<file path="config.mk">
export PLATFORM = sky130hd
export DESIGN_NAME = bcd_serial_addsub
export DESIGN_NICKNAME = d
export VERILOG_FILES = /design/src/rtl/bcd_serial_addsub.sv
export SDC_FILE = /design/constraint.sdc
export NUM_CORES = 1
export LEC_CHECK = 0
export CAP_MARGIN = 30
export CORE_MARGIN = 2
export CORE_UTILIZATION = 35
export CTS_CLUSTER_SIZE = 30
export DETAILED_ROUTE_END_ITERATION = 10
export GPL_TIMING_DRIVEN = 1
export HOLD_SLACK_MARGIN = 0.08
export PLACE_DENSITY_LB_ADDON = 0.08
export SYNTH_ARGS = -nofsm -noshare
export SYNTH_HDL_FRONTEND = slang
export SYNTH_SLANG_ARGS = --single-unit
</file>
<file path="constraint.sdc">
create_clock -name clk_i -period 7.2 [get_ports clk_i]
set_input_delay 0.72 -clock clk_i [delete_from_list [all_inputs] [get_ports clk_i]]
set_output_delay 0.72 -clock clk_i [all_outputs]
set_load 0.05 [all_outputs]
</file>
<file path="src/rtl/bcd_serial_addsub.sv">
`default_nettype none
// ============================================================================
//  Module      : bcd_serial_addsub
//  Description : Digit-serial BCD adder/subtractor. It processes one decimal
//                digit per clock, least-significant digit first. Subtraction
//                adds the nine's complement of B with a carry-in of 1. On a
//                borrow, Sum holds the ten's complement of the result.
//                Optional macro BCD_INVALID_CHECK_EN enables the flag for
//                non-BCD operand nibbles. It drives the Error output.
//  Revision    : 1.0 - initial release
// ============================================================================
module bcd_serial_addsub #(
  parameter int DIGITS = 4
) (
  input  logic                  clk_i,
  input  logic                  rst_n_i,
  input  logic                  start_i,
  input  logic                  sub_i,
  input  logic [4*DIGITS-1:0]   a_i,
  input  logic [4*DIGITS-1:0]   b_i,
  output logic [4*DIGITS-1:0]   sum_o,
  output logic                  cout_o,
  output logic                  busy_o,
  output logic                  done_o,
  output logic                  error_o
);

  localparam int IDX_W = (DIGITS > 1) ? $clog2(DIGITS) : 1;

  typedef enum logic [1:0] {
    IDLE = 2'd0,
    RUN  = 2'd1,
    DONE = 2'd2
  } state_t;

  state_t              state_q;
  logic [IDX_W-1:0]    idx_q;
  logic [4*DIGITS-1:0] a_q, b_q, work_q, work_d, sum_q;
  logic                sub_q, carry_q, carry_d;
  logic                cout_q, busy_q, done_q;

  logic [3:0]          a_dig, b_dig, b_eff, res_dig;
  logic [4:0]          t_sum;
  logic                last_digit, accept, finish;

  // A Start is honoured in any state except RUN; the last RUN digit finishes the op
  assign accept     = start_i && (state_q != RUN);
  assign last_digit = (idx_q == IDX_W'(DIGITS - 1));
  assign finish     = (state_q == RUN) && last_digit;

  // Select the current digit pair, add with decimal correction, merge into working value
  always_comb begin
    a_dig  = 4'd0;
    b_dig  = 4'd0;
    work_d = work_q;
    for (int i = 0; i < DIGITS; i++) begin
      if (idx_q == IDX_W'(i)) begin
        a_dig = a_q[4*i +: 4];
        b_dig = b_q[4*i +: 4];
      end
    end
    b_eff = sub_q ? (4'd9 - b_dig) : b_dig;
    t_sum = {1'b0, a_dig} + {1'b0, b_eff} + {4'd0, carry_q};
    if (t_sum > 5'd9) begin
      res_dig = t_sum[3:0] + 4'd6;
      carry_d = 1'b1;
    end else begin
      res_dig = t_sum[3:0];
      carry_d = 1'b0;
    end
    for (int i = 0; i < DIGITS; i++) begin
      if (idx_q == IDX_W'(i)) begin
        work_d[4*i +: 4] = res_dig;
      end
    end
  end

  // Control FSM plus operand, working and result registers
  always_ff @(posedge clk_i or negedge rst_n_i) begin
    if (!rst_n_i) begin
      state_q <= IDLE;
      idx_q   <= '0;
      a_q     <= '0;
      b_q     <= '0;
      sub_q   <= 1'b0;
      carry_q <= 1'b0;
      work_q  <= '0;
      sum_q   <= '0;
      cout_q  <= 1'b0;
      busy_q  <= 1'b0;
      done_q  <= 1'b0;
    end else begin
      case (state_q)
        IDLE, DONE: begin
          done_q <= 1'b0;
          if (accept) begin
            state_q <= RUN;
            a_q     <= a_i;
            b_q     <= b_i;
            sub_q   <= sub_i;
            carry_q <= sub_i;
            idx_q   <= '0;
            busy_q  <= 1'b1;
          end else begin
            state_q <= IDLE;
          end
        end
        RUN: begin
          work_q  <= work_d;
          carry_q <= carry_d;
          idx_q   <= idx_q + IDX_W'(1);
          if (finish) begin
            state_q <= DONE;
            busy_q  <= 1'b0;
            done_q  <= 1'b1;
            sum_q   <= work_d;
            cout_q  <= sub_q ? ~carry_d : carry_d;
          end
        end
        default: begin
          state_q <= IDLE;
          busy_q  <= 1'b0;
          done_q  <= 1'b0;
        end
      endcase
    end
  end

`ifdef BCD_INVALID_CHECK_EN
  logic inv_d, inv_q, error_q;

  // Flag any nibble above 9 in either operand at the moment of acceptance
  always_comb begin
    inv_d = 1'b0;
    for (int i = 0; i < DIGITS; i++) begin
      if ((a_i[4*i +: 4] > 4'd9) || (b_i[4*i +: 4] > 4'd9)) begin
        inv_d = 1'b1;
      end
    end
  end

  // Hold the flag for the operation in flight and publish it on completion
  always_ff @(posedge clk_i or negedge rst_n_i) begin
    if (!rst_n_i) begin
      inv_q   <= 1'b0;
      error_q <= 1'b0;
    end else begin
      if (accept) begin
        inv_q <= inv_d;
      end
      if (finish) begin
        error_q <= inv_q;
      end
    end
  end

  assign error_o = error_q;
`else
  assign error_o = 1'b0;
`endif

  assign sum_o  = sum_q;
  assign cout_o = cout_q;
  assign busy_o = busy_q;
  assign done_o = done_q;

endmodule
`default_nettype wire

</file>
---- Word-level counts from Yosys, hierarchy flattened ----
Index checks and enable logic that the tools add are counted.
storage, ports and cells
  register bits ........................... 73
  output and inout port bits .............. 20
  word-level logic and storage cells ...... 64
operators by class
  $add $sub $neg .......................... 5
  order comparisons ....................... 1
  equal/unequal tests ..................... 8
  multiplexer cells ....................... 28
  bitwise logic cells ..................... 1
  reductions and logical operators ........ 10
operators by type and width
  operator                                                       count
  2-to-1 mux 4 bit                                               14
  2-to-1 mux 1 bit                                               8
  case mux 2 bit (2 select lines)                                2
  AND reduction 2 bit                                            4
  equality test 2 bit, second input constant                     3
  adder 4 x 4 -> 5 bit                                           1
  adder 5 x 1 -> 5 bit                                           1
  greater-than comparator 5 x 4 -> 1 bit, second input constant  1
  adder 4 x 3 -> 4 bit, second input constant                    1
  equality test 2 x 1 -> 1 bit, second input constant            2
  zero test 2 bit                                                2
  2-to-1 mux 2 bit                                               2
  inequality test 2 bit, second input constant                   2
  case mux 1 bit (2 select lines)                                2
  subtractor 4 bit, first input constant                         1
  adder 2 x 1 -> 2 bit, second input constant                    1
  logical AND 1 bit                                              2
  inequality test 2 x 1 -> 1 bit, second input constant          1
  nonzero test 2 bit                                             1
  OR reduction 2 bit                                             1
  inverter 1 bit                                                 1

---- Longest topological paths before layout ----
Gate-level depths: netlist of the first run.
  depth in word-level cells ............... 13
  mapped depth ............................ 18

---- Least setup slack after synthesis of the first run ----
Ideal clock, no wire load.
  kind .................................... reg2reg
  from .................................... register idx_q[0]
  to ...................................... register work_q[6]
  arrival time ............................ 3,710 ps
  data required time ...................... 7,116 ps
  path slack .............................. 3,407 ps
  cell stages (with the launch flop) ...... 18
  buffers on the path ..................... 1
  clock period less this slack ............ 3,793 ps
  path through ............................ dfrtp_1 inv_1 ha_1 clkbuf_1 nor2b_1 a221oi_1 nor3_1 a21oi_1 xor2_1 fa_1 inv_1 fa_1 inv_1 ha_1 a22oi_1 a31oi_4 mux2_2 o21ai_0
on the way
  longest elaborated chain between the ends .. 12
  elaborated cells between the ends (all ways) .. 20
  classes of those cells .................. add/sub: 4; order compare: 1; eq/ne: 3; mux: 11; reduce/logical: 1
ends and longest elaborated chain
  element                                                                                RTL line  source
  start: declaration                                                                     37        logic [IDX_W-1:0] idx_q;
  start signal: assignment                                                               111       idx_q <= idx_q + IDX_W'(1);
  zero test 2 bit                                                                        57        if (idx_q == IDX_W'(i)) begin
  2-to-1 mux 4 bit (4 in a row)                                                          57
  subtractor 4 bit                                                                       62        b_eff = sub_q ? (4'd9 - b_dig) : b_dig;
  2-to-1 mux 4 bit                                                                       62
  adder 4 x 4 -> 5 bit                                                                   63        t_sum = {1'b0, a_dig} + {1'b0, b_eff} + {4'd0, carry_q};
  adder 5 x 1 -> 5 bit                                                                   63
  adder 4 x 3 -> 4 bit / greater-than comparator 5 x 4 -> 1 bit (equally long branches)  65, 64
  2-to-1 mux 4 bit                                                                       64        if (t_sum > 5'd9) begin
  2-to-1 mux 4 bit *                                                                     72        if (idx_q == IDX_W'(i)) begin
  end signal: assignment                                                                 109       work_q <= work_d;
  end: declaration                                                                       38        logic [4*DIGITS-1:0] a_q, b_q, work_q, work_d, sum_q;
Mark *: on every way between the ends. The rest lies on a longest branch, timed or not.
A chain may end at the register's enable or synchronous reset.

---- Worst setup path after layout of the first run ----
  from .................................... register idx_q[1]
  to ...................................... register sum_q[7], in the netlist sum_o[7]
on the way
  longest elaborated chain between the ends .. 12
  elaborated cells between the ends (all ways) .. 22
  classes of those cells .................. add/sub: 4; order compare: 1; eq/ne: 3; mux: 11; reduce/logical: 3
ends and longest elaborated chain
  element                                                                                RTL line  source
  zero test 2 bit                                                                        57
  2-to-1 mux 4 bit (4 in a row)                                                          57
  subtractor 4 bit                                                                       62
  2-to-1 mux 4 bit                                                                       62
  adder 4 x 4 -> 5 bit                                                                   63
  adder 5 x 1 -> 5 bit                                                                   63
  adder 4 x 3 -> 4 bit / greater-than comparator 5 x 4 -> 1 bit (equally long branches)  65, 64
  2-to-1 mux 4 bit                                                                       64
  2-to-1 mux 4 bit                                                                       72
  end signal: assignment                                                                 116       sum_q <= work_d;
  end: declaration                                                                       38
Several ways; a longest one is shown, not always the timed one.

==> run_results.csv, run 1 <==
group,metric,value,unit
global_route,antenna_found_initial,0,
global_route,grt_pass1_vias,2334,
place,dp_hpwl,4640,µm
final_layout,layout_common_cells,"68 x dfrtp_1, 53 x clkdlybuf4s50_1, 34 x nand2_1, 34 x mux2_2, 33 x o21ai_0",
place,gp_congestion,0.764,
drt,dr_total_vias,2226,
critical_path,critPathMaxFanout,18,
flow_run,max_cap_viol_count,0,
sta,min_period_over_period,63.5,%
clock_tree,postCtsHoldBufs,0,
global_route,overflow,0,
clock_tree,htreeDepth,3,
floorplan,start_util,36.3,%
yosys,syn-num-nets,335,
clock_tree,post_cts.repair.setup_buffers,0,
drt,vias_per_cell,4.96,
floorplan,num_rows,34,
clock_tree,path_clk_slew,0.07,ns
drt,antenna_left,0,
clock_tree,postCtsResizedCells,0,
yosys,synth.lib_cells_used.distinct,34,
critical_path,cp.arrival,4.76,ns
global_route,grt_use_total,14.9,%
clock_tree,cts-buffers-inserted,9,
final_layout,mostFrequentLayoutCell,"dfrtp_1",
yosys,yosysSeqAreaShare,53.2,%
final_layout,area_growth,25.1,%
floorplan,fp.dieArea,9920,µm²
outcome,outcome,"complete, no violations",
place,numPortBuffers,54,
critical_path,crit_required,7.39,ns
floorplan,core,8810,µm²
drt,drc,0,
yosys,yosys_warnings,0,
sta,slew_violations,0,
clock_tree,cts_tree,"done",
final_layout,diodes,0,
floorplan,die_x,99.6,µm
clock_tree,cts.sinks,68,
drt,drt-initial-drc-count,52,
final_layout,nets,386,
sta,slew_headroom,37.6,%
critical_path,worstSetupStartpointType,"flop",
clock_tree,clk_latency,0.34,ns
drt,routedWlPerCell,14.7,µm
sta,setup_violations,0,
sta,worst_slew_pin_slew,0.934,ns
final_layout,drive_gt1_share,15.5,%
sta,fin_crit,4.57,ns
global_route,grt_pass1_wl,11500,µm
floorplan,die_y,99.6,µm
min_path,min_path_type,"reg2reg",
yosys,syn_area_per_cell,11.1,µm²
yosys,synth_cells,288,
clock_tree,clock_path_buffers,2,
global_route,grt_max_degree,69,
final_layout,final_util,45.4,%
sta,fin_tns_setup,0,ns
yosys,synth_area_leader_cell,"dfrtp_1",
yosys,yosys-top-cells-area,"dfrtp_1 53%, mux2_2 12%, o21ai_0 5.2%",
drt,routed_wirelength,6600,µm
sta,finClkSkew,0.00767,ns
yosys,synth_top_area_share,53.2,%
yosys,synth_area,3200,µm²
drt,drt-pass1-iter-count,4,
sta,grt_setup_unrepaired,"no",
floorplan,io_pins,56,
sta,max_freq,219,MHz
critical_path,critPathCaptureType,"flop",
sta,fin_hold_ws,0.478,ns
critical_path,critPathKind,"reg2reg",
sta,hold_viol,0,
final_layout,fillers,846,
yosys,synth_seq_cells,68,
clock_tree,cts_root_buf,"clkbuf_8",
## final timing paths
| kind | from | to | slack, ns | cells after the start |
|---|---|---|---|---|
| min | work_q[10] | work_q[10] | 0.48 | 2 |
| max reg2reg | idx_q[1] | sum_o[7] | 2.63 | 16 |
| max | idx_q[1] | sum_o[7] | 2.63 | 16 |
| max in group asynchronous | rst_n_i | a_q[13] | 6.05 | 2 |
| min reg2reg | work_q[10] | work_q[10] | 0.48 | 2 |
| min in group asynchronous | rst_n_i | sum_o[2] | 0.58 | 2 |
## metal layers
metal	up-vias	track usage, %	routed length (µm)
li1	1109	-	-
met1	1067	19.0	3010
met2	44	24.4	3250
met3	6	4.71	275
met4	0	4.11	68
met5	-	0	0
## stage by stage
step	std cells	setup slack [ns]	area (µm²)
2_1_floorplan	288	3.41	3200
6_report	449	2.63	4000
5_1_grt	449	2.15	4000
4_1_cts	449	2.60	4000
3_3_place_gp	436	2.81	3820
3_5_place_dp	436	2.62	3820
## sequential cells by signal, indices dropped and copies added (netlist names)
register / flops
sub_q: 1
state_q: 2
cout_o: 1
a_q: 16
b_q: 16
sum_o: 16
work_q: 12
idx_q: 2
carry_q: 1
busy_o: 1
## final cells by class
class                           instances  area, µm²  area share, %
Timing Repair Buffer                   56        551           13.8
Inverter                                9       33.8          0.845
Sequential cell                        68       1700           42.5
Tap cell                              108        135           3.38
Clock buffer                           11        141           3.53
Multi-Input combinational cell        195       1400           35.0
Clock inverter                          2       37.5          0.938
## Yosys cell counts
cell       n
nor2_1    10
inv_1      9
nand2b_1   1
or3_4      1
and3b_1    2
ha_1       9
mux2_2    34
xor2_1     3
nor3b_1    6
a31oi_4    1
fa_1       2
a21oi_1   16
a31oi_1    1
xnor2_1    1
mux2i_1    5
nor3_1     7
a22o_1     1
nand3b_1   1
xnor2_2    1
a311oi_1   3
buf_4      1
buf_2      1
o21ai_0   33
a22oi_1    4
conb_1     1
o21bai_1   2
dfrtp_1   68
a221oi_1   4
a21o_1     4
a211oi_1   1
nor2b_1    7
buf_1      2
nand2_1   34
clkbuf_1  12
## worst max-delay path: stages (launching register included)
cell and delay [ns]:
dfrtp_1 0.41, inv_1 0.09, ha_1 0.58, nor2b_1 0.25, a221oi_1 0.39, nor3_1 0.08
a21oi_1 0.18, xor2_1 0.20, fa_1 0.21, inv_1 0.05, fa_1 0.41, xnor2_1 0.19
ha_1 0.25, a22oi_1 0.31, o21bai_1 0.10, a31oi_1 0.52, o21ai_0 0.20
## cells by family after synthesis
logic type | Yosys count | synth area share [%]
muxes | 39 | 13.5
AOI/OAI and AO/OA | 70 | 13.3
DFF | 68 | 53.2
adders and majority gates | 11 | 4.77
buffers and inverters | 25 | 3.09
xor gates and xnor gates | 5 | 1.60
other | 1 | 0.117
and+or+nand+nor | 69 | 10.4
Power of run 1 is not shown: default switching activity piles up to over one toggle a cycle in this logic, so the estimate is an artifact.
==> run 2: changes to the inputs <==
==> constraint.sdc (replaced) <==
create_clock -name clk_i -period 3.9 [get_ports clk_i]
set_input_delay 0.39 -clock clk_i [delete_from_list [all_inputs] [get_ports clk_i]]
set_output_delay 0.39 -clock clk_i [all_outputs]
set_load 0.05 [all_outputs]
==> run 2 against run 1 <==
  * Worst hold slack got worse by 0.39 ns
  * Non-clock buffer count rose by 15
  * Critical endpoint is now work_q[2]
  * Critical path type unchanged
  * Highest routed layer unchanged
  * Flip-flop and latch count did not move
==> run_results.csv, run 2 (synthesis results as in run 1) <==
group,metric,value,unit
outcome,outcome,"complete, no violations",
drt,dr_total_vias,2284,
global_route,grt_pass1_vias,2287,
clock_tree,postCtsHoldBufs,0,
clock_tree,path_clk_slew,0.07,ns
place,dp_hpwl,4960,µm
drt,drt-pass1-iter-count,4,
floorplan,start_util,36.3,%
clock_tree,clk_latency,0.35,ns
sta,slew_violations,0,
final_layout,final_util,47.8,%
drt,drt-initial-drc-count,75,
place,gp_congestion,0.776,
floorplan,core,8810,µm²
critical_path,crit_required,4.17,ns
critical_path,worstSetupStartpointType,"flop",
critical_path,critPathCaptureType,"flop",
sta,worst_slew_pin_slew,0.712,ns
critical_path,critical_path.top_delay_family,"adder cells",
final_layout,mostFrequentLayoutCell,"dfrtp_1",
floorplan,fp.dieArea,9920,µm²
final_layout,diodes,0,
drt,drc,0,
clock_tree,cts.sinks,68,
critical_path,slowest_delay,0.42,ns
drt,antenna_left,0,
clock_tree,clock_path_buffers,2,
final_layout,area_growth,31.7,%
global_route,grt_pass1_wl,11600,µm
global_route,antenna_found_initial,0,
global_route,grt_max_degree,38,
sta,fin_crit,3.66,ns
sta,max_freq,273,MHz
clock_tree,htreeDepth,3,
final_layout,layout_common_cells,"68 x dfrtp_1, 53 x clkdlybuf4s50_1, 34 x nand2_1, 33 x mux2_2, 29 x o21ai_0",
critical_path,critPathBufInv,3,
floorplan,io_pins,56,
global_route,overflow,0,
min_path,min_path_type,"in2async",
global_route,grt_use_total,15.2,%
sta,min_period_over_period,93.9,%
sta,slew_headroom,52.6,%
critical_path,cp.arrival,3.93,ns
critical_path,crit_path_top_delay_cell,"dfrtp_1",
final_layout,drive_gt1_share,23.1,%
drt,routedWlPerCell,14.9,µm
drt,vias_per_cell,4.89,
sta,setup_violations,0,
sta,finClkSkew,0.0105,ns
clock_tree,cts_tree,"done",
critical_path,cpMostUsedCell,"ha_1",
clock_tree,cts-buffers-inserted,9,
floorplan,die_x,99.6,µm
floorplan,die_y,99.6,µm
critical_path,critPathKind,"reg2reg",
clock_tree,cts_root_buf,"clkbuf_8",
final_layout,nets,401,
sta,fin_hold_ws,0.0849,ns
drt,routed_wirelength,6950,µm
flow_run,max_cap_viol_count,0,
floorplan,num_rows,34,
place,numPortBuffers,54,
critical_path,critPathMaxFanout,10,
critical_path,crit_chain,"inv_1, ha_1, buf_6, and3b_1, a21oi_1, o21ai_0, mux2i_1, ha_1, inv_1, mux2i_1, ha_1, xnor2_2, ha_2, a22oi_2, a31oi_4, mux2_4, o21ai_0",
sta,hold_viol,0,
run 2: per-stage QoR:
stage          instance area, µm²  cells   TNS [ns]  worst slack (ns)
5_1_grt                      4210    467   -0.00912          -0.00697
4_1_cts                      4120    461          0            0.0490
2_1_floorplan                3200    288          0             0.107
3_5_place_dp                 3890    445  -0.000537         -0.000537
6_report                     4210    467          0             0.240
3_3_place_gp                 3890    445          0             0.105
run 2: metal layers:
layer | vias to the layer above | track usage (%) | part of all wire [%]
li1 | 1142 | - | -
met1 | 1095 | 19.4 | 46
met2 | 37 | 24.8 | 49
met3 | 10 | 3.94 | 3.3
met4 | 0 | 5.69 | 1.7
met5 | - | 0 | 0
run 2: timing repair:
item	4_1_cts	5_1_grt
gates resized for setup	2	17
endpoints found under the setup margin	5	22
pin swaps	0	5
setup buffers	0	6
run 2: final timing paths:
kind	start	end	slack [ns]	cells past startpoint
min in group clk_i	work_q[7]	work_q[7]	0.47	2
hold / removal	rst_n_i	sum_o[3]	0.08	1
hold reg to reg	work_q[7]	work_q[7]	0.47	2
max in group asynchronous	rst_n_i	a_q[5]	2.87	2
setup reg to reg	idx_q[1]	work_q[2]	0.24	17
setup / recovery	idx_q[1]	work_q[2]	0.24	17
run 2: cell type report:
class                   instances  area [µm²]
multi-input cells             195        1460
flip-flops and latches         68        1700
well taps                     108         135
fillers                       826        4590
inverters                       9        33.8
repair buffers                 71         667
clock inverters                 4        72.6
clock buffers                  12         145
Power of run 2 is left out for the same reason.
